==> config.mk <==
export PLATFORM = sky130hd
export DESIGN_NAME = keypad_scan_debounce
export DESIGN_NICKNAME = d
export VERILOG_FILES = /design/src/rtl/keypad_scan_debounce.sv
export SDC_FILE = /design/constraint.sdc
export NUM_CORES = 1
export LEC_CHECK = 0
export CORE_AREA = 3 3 70 72
export DETAILED_ROUTE_END_ITERATION = 8
export DIE_AREA = 0 0 73 75
export GPL_TIMING_DRIVEN = 0
export PLACE_DENSITY = 0.65
export RECOVER_POWER = 100
export SLEW_MARGIN = 20
export SYNTH_ARGS = -nofsm -noshare
export SYNTH_HDL_FRONTEND = slang
export SYNTH_SLANG_ARGS = --single-unit
export TNS_END_PERCENT = 1
==> constraint.sdc <==
create_clock -name clk -period 3.7 [get_ports clk]
set_input_delay 1.11 -clock clk [delete_from_list [all_inputs] [get_ports clk]]
set_output_delay 1.11 -clock clk [all_outputs]
set_load 0.01 [all_outputs]
==> src/rtl/keypad_scan_debounce.sv <==
// 4x4 matrix keypad scanner with tick-based debounce of both press and release.
// One column is driven low at a time; rows are sampled once per scan tick.
// A press produces a single key_valid pulse and key_held stays high until
// the release has been seen stable for DEB_CNT ticks.
module keypad_scan_debounce #(
  parameter int SCAN_DIV = 27000,
  parameter int DEB_CNT  = 4
) (
  input  logic       clk,
  input  logic       rst,
  input  logic [3:0] fil,
  output logic [3:0] col,
  output logic [3:0] key_code,
  output logic       key_valid,
  output logic       key_held
);

  localparam int PW = $clog2(SCAN_DIV);
  localparam int DW = $clog2(DEB_CNT + 1);

  typedef enum logic [1:0] {SCAN, DEBOUNCE, PRESSED} state_t;

  state_t          state_q;
  logic [3:0]      sync1_q, rs_q;
  logic [PW-1:0]   pre_q;
  logic [1:0]      c_q;
  logic [3:0]      pat_q;
  logic [DW-1:0]   stab_q, rel_q;
  logic [3:0]      key_code_q;
  logic            key_valid_q, key_held_q;
  logic            tick;
  logic [DW-1:0]   stab_inc, rel_inc;

  // Lowest-index low row wins when several rows are down in one column.
  function automatic logic [1:0] low_row(input logic [3:0] p);
    if (!p[0])      low_row = 2'd0;
    else if (!p[1]) low_row = 2'd1;
    else if (!p[2]) low_row = 2'd2;
    else            low_row = 2'd3;
  endfunction

  // Keypad legend: * maps to E and # maps to F.
  function automatic logic [3:0] key_map(input logic [1:0] r, input logic [1:0] c);
    case ({r, c})
      4'h0: key_map = 4'h1;  4'h1: key_map = 4'h2;  4'h2: key_map = 4'h3;  4'h3: key_map = 4'hA;
      4'h4: key_map = 4'h4;  4'h5: key_map = 4'h5;  4'h6: key_map = 4'h6;  4'h7: key_map = 4'hB;
      4'h8: key_map = 4'h7;  4'h9: key_map = 4'h8;  4'hA: key_map = 4'h9;  4'hB: key_map = 4'hC;
      4'hC: key_map = 4'hE;  4'hD: key_map = 4'h0;  4'hE: key_map = 4'hF;  default: key_map = 4'hD;
    endcase
  endfunction

  assign tick      = (pre_q == PW'(SCAN_DIV - 1));
  assign stab_inc  = stab_q + 1'b1;
  assign rel_inc   = rel_q + 1'b1;
  assign col       = ~(4'b0001 << c_q);
  assign key_code  = key_code_q;
  assign key_valid = key_valid_q;
  assign key_held  = key_held_q;

  // Two-flop synchronizer for the asynchronous row inputs; idles high.
  always_ff @(posedge clk or negedge rst) begin
    if (!rst) begin
      sync1_q <= 4'hF;
      rs_q    <= 4'hF;
    end else begin
      sync1_q <= fil;
      rs_q    <= sync1_q;
    end
  end

  // Scan prescaler: wraps at SCAN_DIV-1, which is the tick cycle.
  always_ff @(posedge clk or negedge rst) begin
    if (!rst) pre_q <= '0;
    else      pre_q <= tick ? '0 : pre_q + 1'b1;
  end

  // Scan / debounce / pressed FSM with all outputs registered.
  always_ff @(posedge clk or negedge rst) begin
    if (!rst) begin
      state_q     <= SCAN;
      c_q         <= 2'd0;
      pat_q       <= 4'hF;
      stab_q      <= '0;
      rel_q       <= '0;
      key_code_q  <= 4'h0;
      key_valid_q <= 1'b0;
      key_held_q  <= 1'b0;
    end else begin
      key_valid_q <= 1'b0;
      if (tick) begin
        case (state_q)
          SCAN: begin
            if (rs_q != 4'hF) begin
              pat_q   <= rs_q;
              stab_q  <= '0;
              state_q <= DEBOUNCE;
            end else begin
              c_q <= c_q + 1'b1;
            end
          end
          DEBOUNCE: begin
            if (rs_q != pat_q) begin
              // Unstable pattern: rescan the same column.
              stab_q  <= '0;
              state_q <= SCAN;
            end else if (stab_inc == DW'(DEB_CNT)) begin
              stab_q      <= '0;
              rel_q       <= '0;
              key_code_q  <= key_map(low_row(pat_q), c_q);
              key_valid_q <= 1'b1;
              key_held_q  <= 1'b1;
              state_q     <= PRESSED;
            end else begin
              stab_q <= stab_inc;
            end
          end
          PRESSED: begin
            // Column is frozen here, so other keys in other columns are invisible.
            if (rs_q != 4'hF) begin
              rel_q <= '0;
            end else if (rel_inc == DW'(DEB_CNT)) begin
              rel_q      <= '0;
              key_held_q <= 1'b0;
              c_q        <= c_q + 1'b1;
              state_q    <= SCAN;
            end else begin
              rel_q <= rel_inc;
            end
          end
          default: state_q <= SCAN;
        endcase
      end
    end
  end

endmodule
# After elaboration in Yosys (flattened, before gate mapping)
# Memories as Yosys holds them, arrays and structs flattened. A register that Yosys moved wholly into a read port is not among the register bits.
# Index checks and enable logic that the tools add are counted.
# totals
reg_bits	39
romBits	64
output_inout_bits	10
elab_cells	80
mem_count	1
# op_classes
addsub	4
n_eq_ne	14
shift	1
n_mux	36
bitwise	2
n_reduce_logical	12
# mem_list
memory	depth	word_bits	rd	rd_clocked_by_memory_dff	write_ports	line	source
(no name shown)	16	4	1	1	0	44	case ({r, c})
# op_table
op	count
2-bit two-way mux	14
3-bit two-way mux	7
15-bit by 1-bit adder with 15-bit output, second input constant	1
15-bit == test, second input constant	1
15-bit two-way mux	1
2-bit inequality test, second input constant	6
3-bit case mux with 2 select lines	2
5-bit AND reduction	2
1-bit two-way mux	9
4-bit AND reduction	2
3-bit by 1-bit adder with 3-bit output, second input constant	2
3-bit == test, second input constant	2
2-bit case mux with 3 select lines	1
3-bit AND reduction	2
6-bit AND reduction	1
2-bit nonzero test	3
4-bit inequality test	1
4-bit inequality test, second input constant	1
4-bit NOT	1
2-bit case mux with 2 select lines	1
1-bit by 2-bit left shift with 4-bit output, first input constant	1
3-bit inequality test, second input constant	1
2-bit by 1-bit adder with 2-bit output, second input constant	1
2-bit by 1-bit == test with 1-bit output, second input constant	1
5 further kinds	5

# Depth between registers and ports, before layout
# Gate-level depths: netlist (run 1).
# depth
ltp_word	7
depth_mapped	8
depth_no_buf	7

# Worst setup path after synthesis (run 1)
# No wires, ideal clock.
# synth_path
kind	reg-to-reg
startpoint	reg pre_q[0]
endpoint	reg pat_q[0]
setup_time_ns	0.082
arrival_time_ns	2.477
slack_ns	1.141
stages_incl_launch_ff	8
path_buffers	2
synth_period_minus_slack_ns	2.559
cell_sequence	dfrtp_1 ha_1 or4b_4 or4_4 buf_6 or4_4 buf_6 mux2_4
# synth_via
elab_chain_len	2
# synth_lines
item	line	source
start: declaration	25	logic [PW-1:0] pre_q;
start signal: assignment	74	else pre_q <= tick ? '0 : pre_q + 1'b1;
15-bit == test	52	assign tick = (pre_q == PW'(SCAN_DIV - 1));
3-bit AND reduction (no line)	-	
end signal: assignment	94	pat_q <= rs_q;
end: declaration	27	logic [3:0] pat_q;
# Every way passes these cells.
# A chain may end at the register's enable or synchronous reset.

# Final worst setup path (run 1)
# layout_path
startpoint	reg pre_q[0]
endpoint	reg rel_q[0]
# layout_via
elab_chain_len	2
# layout_lines
item	line	source
15-bit == test	52	
4-bit AND reduction (no line)	-	
end signal: assignment	127	rel_q <= rel_inc;
end: declaration	28	logic [DW-1:0] stab_q, rel_q;
# Every way passes these cells.

==> results of run 1 <==
metal layers:
| layer | vias up | track usage [%] | share of wire [%] |
|---|---|---|---|
| met5 | - | 0 | 0 |
| met4 | 0 | 6.76 | 1.4 |
| met3 | 5 | 3.20 | 2.4 |
| met2 | 17 | 25.3 | 47 |
| met1 | 693 | 21.5 | 49 |
| li1 | 711 | - | - |
worst reg2reg max path: stages (launching register included):
cell and delay [ns]:
dfrtp_1 0.38, ha_1 0.22, or4b_1 0.48, nor4_2 0.76, nand3_1 0.35, or4_1 0.58, nand2_1 0.09
synthesized netlist by cell type (all sizes together), types with 5 or more instances:
library cell,count,area [µm²]
xnor2,9,78.8
dfrtp,31,776
o21ai,11,55.1
dfstp,12,315
nand4,5,31.3
mux2,6,82.6
xor2,9,78.8
nand2,14,52.6
nand3,7,35.0
inv,10,37.5
ha,11,138
nor2,16,60.1
a21oi,8,40.0
power by group through the flow:
| stage | sequential [W] | combinational, W | clock [W] |
|---|---|---|---|
| after floorplan | 0.000489 | 0.00000296 | 0 |
| after global placement | 0.000489 | 0.0000176 | 0 |
| after detailed placement | 0.000490 | 0.0000205 | 0 |
| after CTS | 0.000481 | 0.0000205 | 0.000291 |
| after global routing | 0.000482 | 0.0000190 | 0.000313 |
| final | 0.000481 | 0.0000163 | 0.000281 |
cell families (layout without fill, tap and decap cells):
group / count (synthesis) / in the layout / share of synthesized area [%]
xor gates and xnor gates: 18 / 18 / 7.46
DFF: 43 / 43 / 51.6
adders and majority gates: 11 / 11 / 6.51
and+or+nand+nor: 68 / 68 / 17.9
buffers and inverters: 16 / 40 / 3.61
muxes: 10 / 10 / 5.80
AOI/OAI and AO/OA: 26 / 26 / 7.16
registers in the layout, indices dropped and copies added, names as in the netlist:
| register | count |
|---|---|
| c_q | 2 |
| key_held | 1 |
| state_q | 2 |
| rs_q | 4 |
| pat_q | 4 |
| pre_q | 15 |
| rel_q | 3 |
| key_valid | 1 |
| sync1_q | 4 |
| key_code | 4 |
| stab_q | 3 |
placed cells by master (no fill, tap or decap), drive strengths merged, types with 3 or more instances in the layout:
cell / instances
nor2b: 3
and3: 3
inv: 10
dlygate4sd3: 14
or4: 3
o21ai: 11
clkbuf: 16
xor2: 9
nor4: 4
nand3: 7
xnor2: 9
dfrtp: 31
mux2: 6
nand2: 14
a21oi: 8
nand4: 5
mux2i: 4
or3: 3
dfstp: 12
ha: 11
nor2: 16
stage by stage:
stage | hold WS, ns | cells | power, W
after floorplan | 0.345 | 192 | 0.000492
after global placement | 0.345 | 259 | 0.000507
after detailed placement | 0.348 | 260 | 0.000511
after CTS | 0.359 | 268 | 0.000792
after global routing | 0.362 | 268 | 0.000814
final | 0.357 | 268 | 0.000778
area by class of cell:
type                       count  share of cell area, %
sequential                    43                   46.1
tap                           52                   2.75
buffer                         6                  0.951
clock buffer                   8                   3.38
timing repair buffer          16                   6.23
multi-input combinational    133                   39.0
inverter                      10                   1.58
worst paths after layout:
path | depth (start not counted) | start | endpoint | slack, ns
min in group asynchronous | 1 | rst | key_held | 0.74
max in group asynchronous | 2 | rst | c_q[1] | 0.90
hold / removal | 0 | sync1_q[1] | rs_q[1] | 0.36
setup reg to reg | 6 | pre_q[0] | rel_q[0] | 0.78
hold reg to reg | 0 | sync1_q[1] | rs_q[1] | 0.36
setup / recovery | 6 | pre_q[0] | rel_q[0] | 0.78
==> run_results.csv, run 1 <==
group,metric,value,unit
setup_path,critical-path-top-delay-family,"simple AND/OR/NAND/NOR gates",
finish,final_util,54.4,%
floorplan,dieArea,0.00548,mm²
power_and_ir_drop,swShare,20.7,%
grt,grt_start_max_net_pins,36,
grt,grt_pass1_wl,6730,µm
power_and_ir_drop,p_int,0.000617,W
finish,stdcell_area,0.00237,mm²
setup_path,critPathCaptureType,"flop",
power_and_ir_drop,powerDensity,329,mW/mm²
routing,num_vias,1426,
finish,multiInputGateArea,925,µm²
floorplan,core_area,0.00435,mm²
timing,setup_viol,0,
timing,slew_headroom,-21.5,%
clock_network,post_cts_resized,0,
clock_network,numCtsBuffers,5,
floorplan,dieWidth,73,µm
power_and_ir_drop,combPwrFrac,2.1,%
finish,regArea,0.00109,mm²
clock_network,cts_sinks,43,
logic_synthesis,ys_seq_elements,43,
finish,area_growth,12.0,%
power_and_ir_drop,p_leak,1.06,nW
job,max_cap_viol_count,1,
routing,first_pass_iters,4,
logic_synthesis,syn-cell-area,0.00211,mm²
grt,antenna_found_initial,0,
setup_path,cp_max_fo,10,
floorplan,die_y,75,µm
routing,route.detailed.drc,0,
timing,period_share,79.1,%
timing,fin_ws,0.775,ns
logic_synthesis,syn-num-nets,209,
placed_design,gp_congestion,0.796,
timing,finalHoldViolations,0,
clock_network,clkTransAtPathRegs,0.08,ns
timing,clock.fmax,342,MHz
logic_synthesis,avgSynthCellArea,11.0,µm²
floorplan,start_util,48.6,%
placed_design,place_area,0.00234,mm²
outcome,violations,"capacitance limit, slew limit",
finish,fillers,384,
routing,antenna_left,0,
logic_synthesis,ys_async_sr_fraction,100,%
outcome,status,"complete, but fails checks",
setup_path,cp_num_buf_inv,0,
logic_synthesis,yosysSeqAreaShare,51.6,%
grt,gr-usage-all-layers,16.0,%
logic_synthesis,synth_edf_count,0,
clock_network,cts_tree,"done",
grt,grt_pass1_vias,1432,
clock_network,h-tree-depth,2,
power_and_ir_drop,share_seq_of_total_power,61.8,%
setup_path,critPathSlowestCell,"nor4_2",
timing,tightest_slew,1.82,ns
timing,tns,0,ns
worst_hold_path,hp-class,"reg2reg",
timing,maxSlewViolCount,36,
finish,layout-drive-gt1-share,11.1,%
setup_path,cp.required,3.93,ns
finish,nets,232,
timing,clock_skew,0.00795,ns
logic_synthesis,syn_inst,192,
routing,first_iter_violations,52,
setup_path,startpoint_type,"flop",
power_and_ir_drop,p_clk_share,36.1,%
clock_network,cts_setup_buffers,0,
power_and_ir_drop,ir_drop,0.000294,V
timing,period_needed,2.92,ns
placed_design,io_buffer_count,15,
placed_design,dp_hpwl,2790,µm
setup_path,crit_path_max_incr_delay,0.76,ns
logic_synthesis,synthFlopType,"dfrtp_1",
timing,rsz0062_at_grt,"no",
routing,routed_wl,3760,µm
clock_network,cts-root-buf,"clkbuf_8",
grt,grt-ovfl-total,0,
logic_synthesis,yosysWarningCount,0,
logic_synthesis,netlist-cell-type-count,39,
floorplan,rows,24,
setup_path,cp.arrival,3.15,ns
setup_path,path_class,"reg2reg",
clock_network,clock_path_buffers,2,
placed_design,dp_slack,0.787,ns
clock_network,cts_hold_buffers,0,
power_and_ir_drop,p_switching,0.000161,W
setup_path,crit_chain,"ha_1 > or4b_1 > nor4_2 > nand3_1 > or4_1 > nand2_1",
finish,antennaDiodeCount,0,
floorplan,boundaryPins,16,
clock_network,clkLatencyLatePin,0.29,ns
routing,avgViaCountPerCell,5.32,
routing,wl_per_cell,14.0,µm
Note: power is estimated with default switching activity, not from simulation.
==> run 2: changes to the inputs <==
- PLACE_DENSITY: 0.65 -> 0.68
- clock period: 3.7 -> 2.5 ns (I/O delays scaled with it)
==> run 2 against run 1 <==
Compared with the run above: the run ends with setup timing left; hold slack worse by 0.00082 ns; sequential share of layout area fell by 1.1 points; count of clock-buffer cells in the layout unchanged; utilization up 1.5 points; total power up 47%; critical endpoint is now pat_q[3]; highest routed layer unchanged.
==> run_results.csv, run 2 (synthesis results as in run 1) <==
group,metric,value,unit
outcome,status,"complete, but fails checks",
outcome,violations,"setup timing",
timing,clock.fmax,385,MHz
timing,rsz0062_at_grt,"yes",
timing,period_needed,2.60,ns
worst_hold_path,hp-class,"reg2reg",
power_and_ir_drop,p_int,0.000914,W
clock_network,cts-root-buf,"clkbuf_8",
timing,setup_viol,5,
finish,largest_reg_flops,15,
grt,grt_pass1_wl,6250,µm
routing,avgViaCountPerCell,5.14,
setup_path,crit_chain,"ha_2 > or4b_4 > or4_4 > or4_4 > buf_6 > mux2_4",
clock_network,clock_path_buffers,2,
setup_path,critPathSlowestCell,"or4_4",
finish,stdcell_area,0.00243,mm²
timing,tightest_slew,0.939,ns
clock_network,h-tree-depth,2,
routing,wl_per_cell,13.0,µm
power_and_ir_drop,p_clk_share,35.7,%
job,max_cap_viol_count,0,
placed_design,place_area,0.00235,mm²
timing,maxSlewViolCount,0,
timing,tns,-0.384,ns
worst_hold_path,min_delay_path_depth,0,
clock_network,clkLatencyLatePin,0.28,ns
power_and_ir_drop,p_leak,1.07,nW
finish,largest-register,"pre_q",
timing,finalHoldViolations,0,
routing,first_pass_iters,3,
power_and_ir_drop,swShare,20.3,%
placed_design,dp_hpwl,2550,µm
finish,final_common_cell,"dfrtp_1",
setup_path,cp_common_cell,"or4_4",
clock_network,clkTransAtPathRegs,0.07,ns
power_and_ir_drop,p_switching,0.000232,W
timing,slew_headroom,37.4,%
setup_path,cp.required,2.71,ns
worst_hold_path,min_to,"rs_q[1]",
floorplan,start_util,48.6,%
setup_path,path_class,"reg2reg",
setup_path,critPathCaptureType,"flop",
setup_path,startpoint_type,"flop",
floorplan,boundaryPins,16,
grt,grt_pass1_vias,1343,
setup_path,reg2reg_slack,-0.1,ns
routing,route.detailed.drc,0,
floorplan,die_y,75,µm
clock_network,cts_sinks,43,
worst_hold_path,min-delay-start,"sync1_q[1]",
timing,fin_ws,-0.0973,ns
finish,area_growth,15.1,%
floorplan,rows,24,
setup_path,cp_num_buf_inv,1,
grt,gr-usage-all-layers,14.5,%
power_and_ir_drop,powerDensity,471,mW/mm²
finish,final_util,55.9,%
grt,grt-ovfl-total,0,
routing,num_vias,1384,
setup_path,r2r-start,"pre_q[1]",
setup_path,rr_worst_depth,6,
setup_path,r2r_end,"pat_q[3]",
setup_path,crit_path_max_incr_delay,0.52,ns
floorplan,dieArea,0.00548,mm²
power_and_ir_drop,ir_drop,0.000294,V
routing,first_iter_violations,95,
floorplan,core_area,0.00435,mm²
grt,grt_start_max_net_pins,27,
finish,nets,233,
clock_network,cts_tree,"done",
setup_path,cp.arrival,2.80,ns
power_and_ir_drop,share_seq_of_total_power,62.2,%
clock_network,numCtsBuffers,5,
routing,antenna_left,0,
placed_design,place_inst,260,
routing,routed_wl,3500,µm
finish,layout-drive-gt1-share,18.0,%
finish,final_cell_mix,"29 x dfrtp_1, 16 x nor2_1, 14 x nand2_1",
timing,period_share,104,%
placed_design,gp_congestion,0.759,
grt,antenna_found_initial,0,
timing,clock_skew,0.00881,ns
power_and_ir_drop,total_power,0.00115,W
floorplan,dieWidth,73,µm
finish,fin_cells,269,
power_and_ir_drop,combPwrFrac,2.1,%
finish,antennaDiodeCount,0,
setup_path,critical-path-top-delay-family,"simple AND/OR/NAND/NOR gates",
setup_path,cp_max_fo,10,
placed_design,io_buffer_count,15,
## run 2: changes by cell type in the layout (fill, tap and decap cells not counted), sizes merged
cell           previous run  this run
clkdlybuf4s50             0        10
buf                       0         3
dlygate4sd3              14         4
clkbuf                   16        14
## run 2: area by class of cell
cell class	instances	area (µm²)
buffer	5	27.5
clock buffer	8	80.1
sequential	43	1090
fill	362	1920
tap	52	65.1
timing repair buffer	18	160
multi-input combinational	133	970
inverter	10	37.5
## run 2: worst register-to-register path, cell delays in order (launching register included)
cell and delay, ns:
dfrtp_1 0.38, ha_2 0.19, or4b_4 0.48, or4_4 0.52, or4_4 0.51, buf_6 0.15
mux2_4 0.29
## run 2: repair_timing
action                                  CTS  global route
buffers inserted                          2             0
hold buffers                              0             0
endpoints found under the setup margin   17            18
pin swaps                                 1             0
gates resized for setup                   2             3
## run 2: how the worst max path moves through the flow
stage | startpoint | to | depth (start not counted)
6_report | pre_q[1] | pat_q[3] | 6
3_3_place_gp | pre_q[0] | rel_q[0] | 6
2_1_floorplan | pre_q[0] | pat_q[0] | 7
4_1_cts | pre_q[1] | pat_q[3] | 6
5_1_grt | pre_q[1] | rel_q[0] | 7
3_5_place_dp | pre_q[0] | rel_q[0] | 6
## run 2: power by group through the flow
stage	sequential, W	clock (W)	combinational, W
after floorplan	0.000724	0	0.00000439
after global placement	0.000725	0	0.0000264
after detailed placement	0.000725	0	0.0000300
after CTS	0.000712	0.000433	0.0000302
after global routing	0.000713	0.000460	0.0000281
final	0.000712	0.000409	0.0000241
## run 2: layer usage
metal | global-route usage, % | vias up | wire (µm)
met5 | 0 | - | 0
met4 | 5.12 | 0 | 46
met3 | 3.20 | 6 | 86
met2 | 22.7 | 14 | 1590
met1 | 19.9 | 650 | 1780
li1 | - | 714 | -
## run 2: metrics by stage
step	worst slack (ns)	hold slack (ns)
4_1_cts	-0.0845	0.358
5_1_grt	-0.157	0.361
6_report	-0.0973	0.356
3_5_place_dp	-0.378	0.347
3_3_place_gp	-0.410	0.347
2_1_floorplan	-0.0550	0.345
==> run 3: changes to the inputs <==
- ABC_CLOCK_PERIOD_IN_PS: default -> 2500
==> results of run 3 <==
The final DEF is identical to that of run 2; final timing and power are the same.
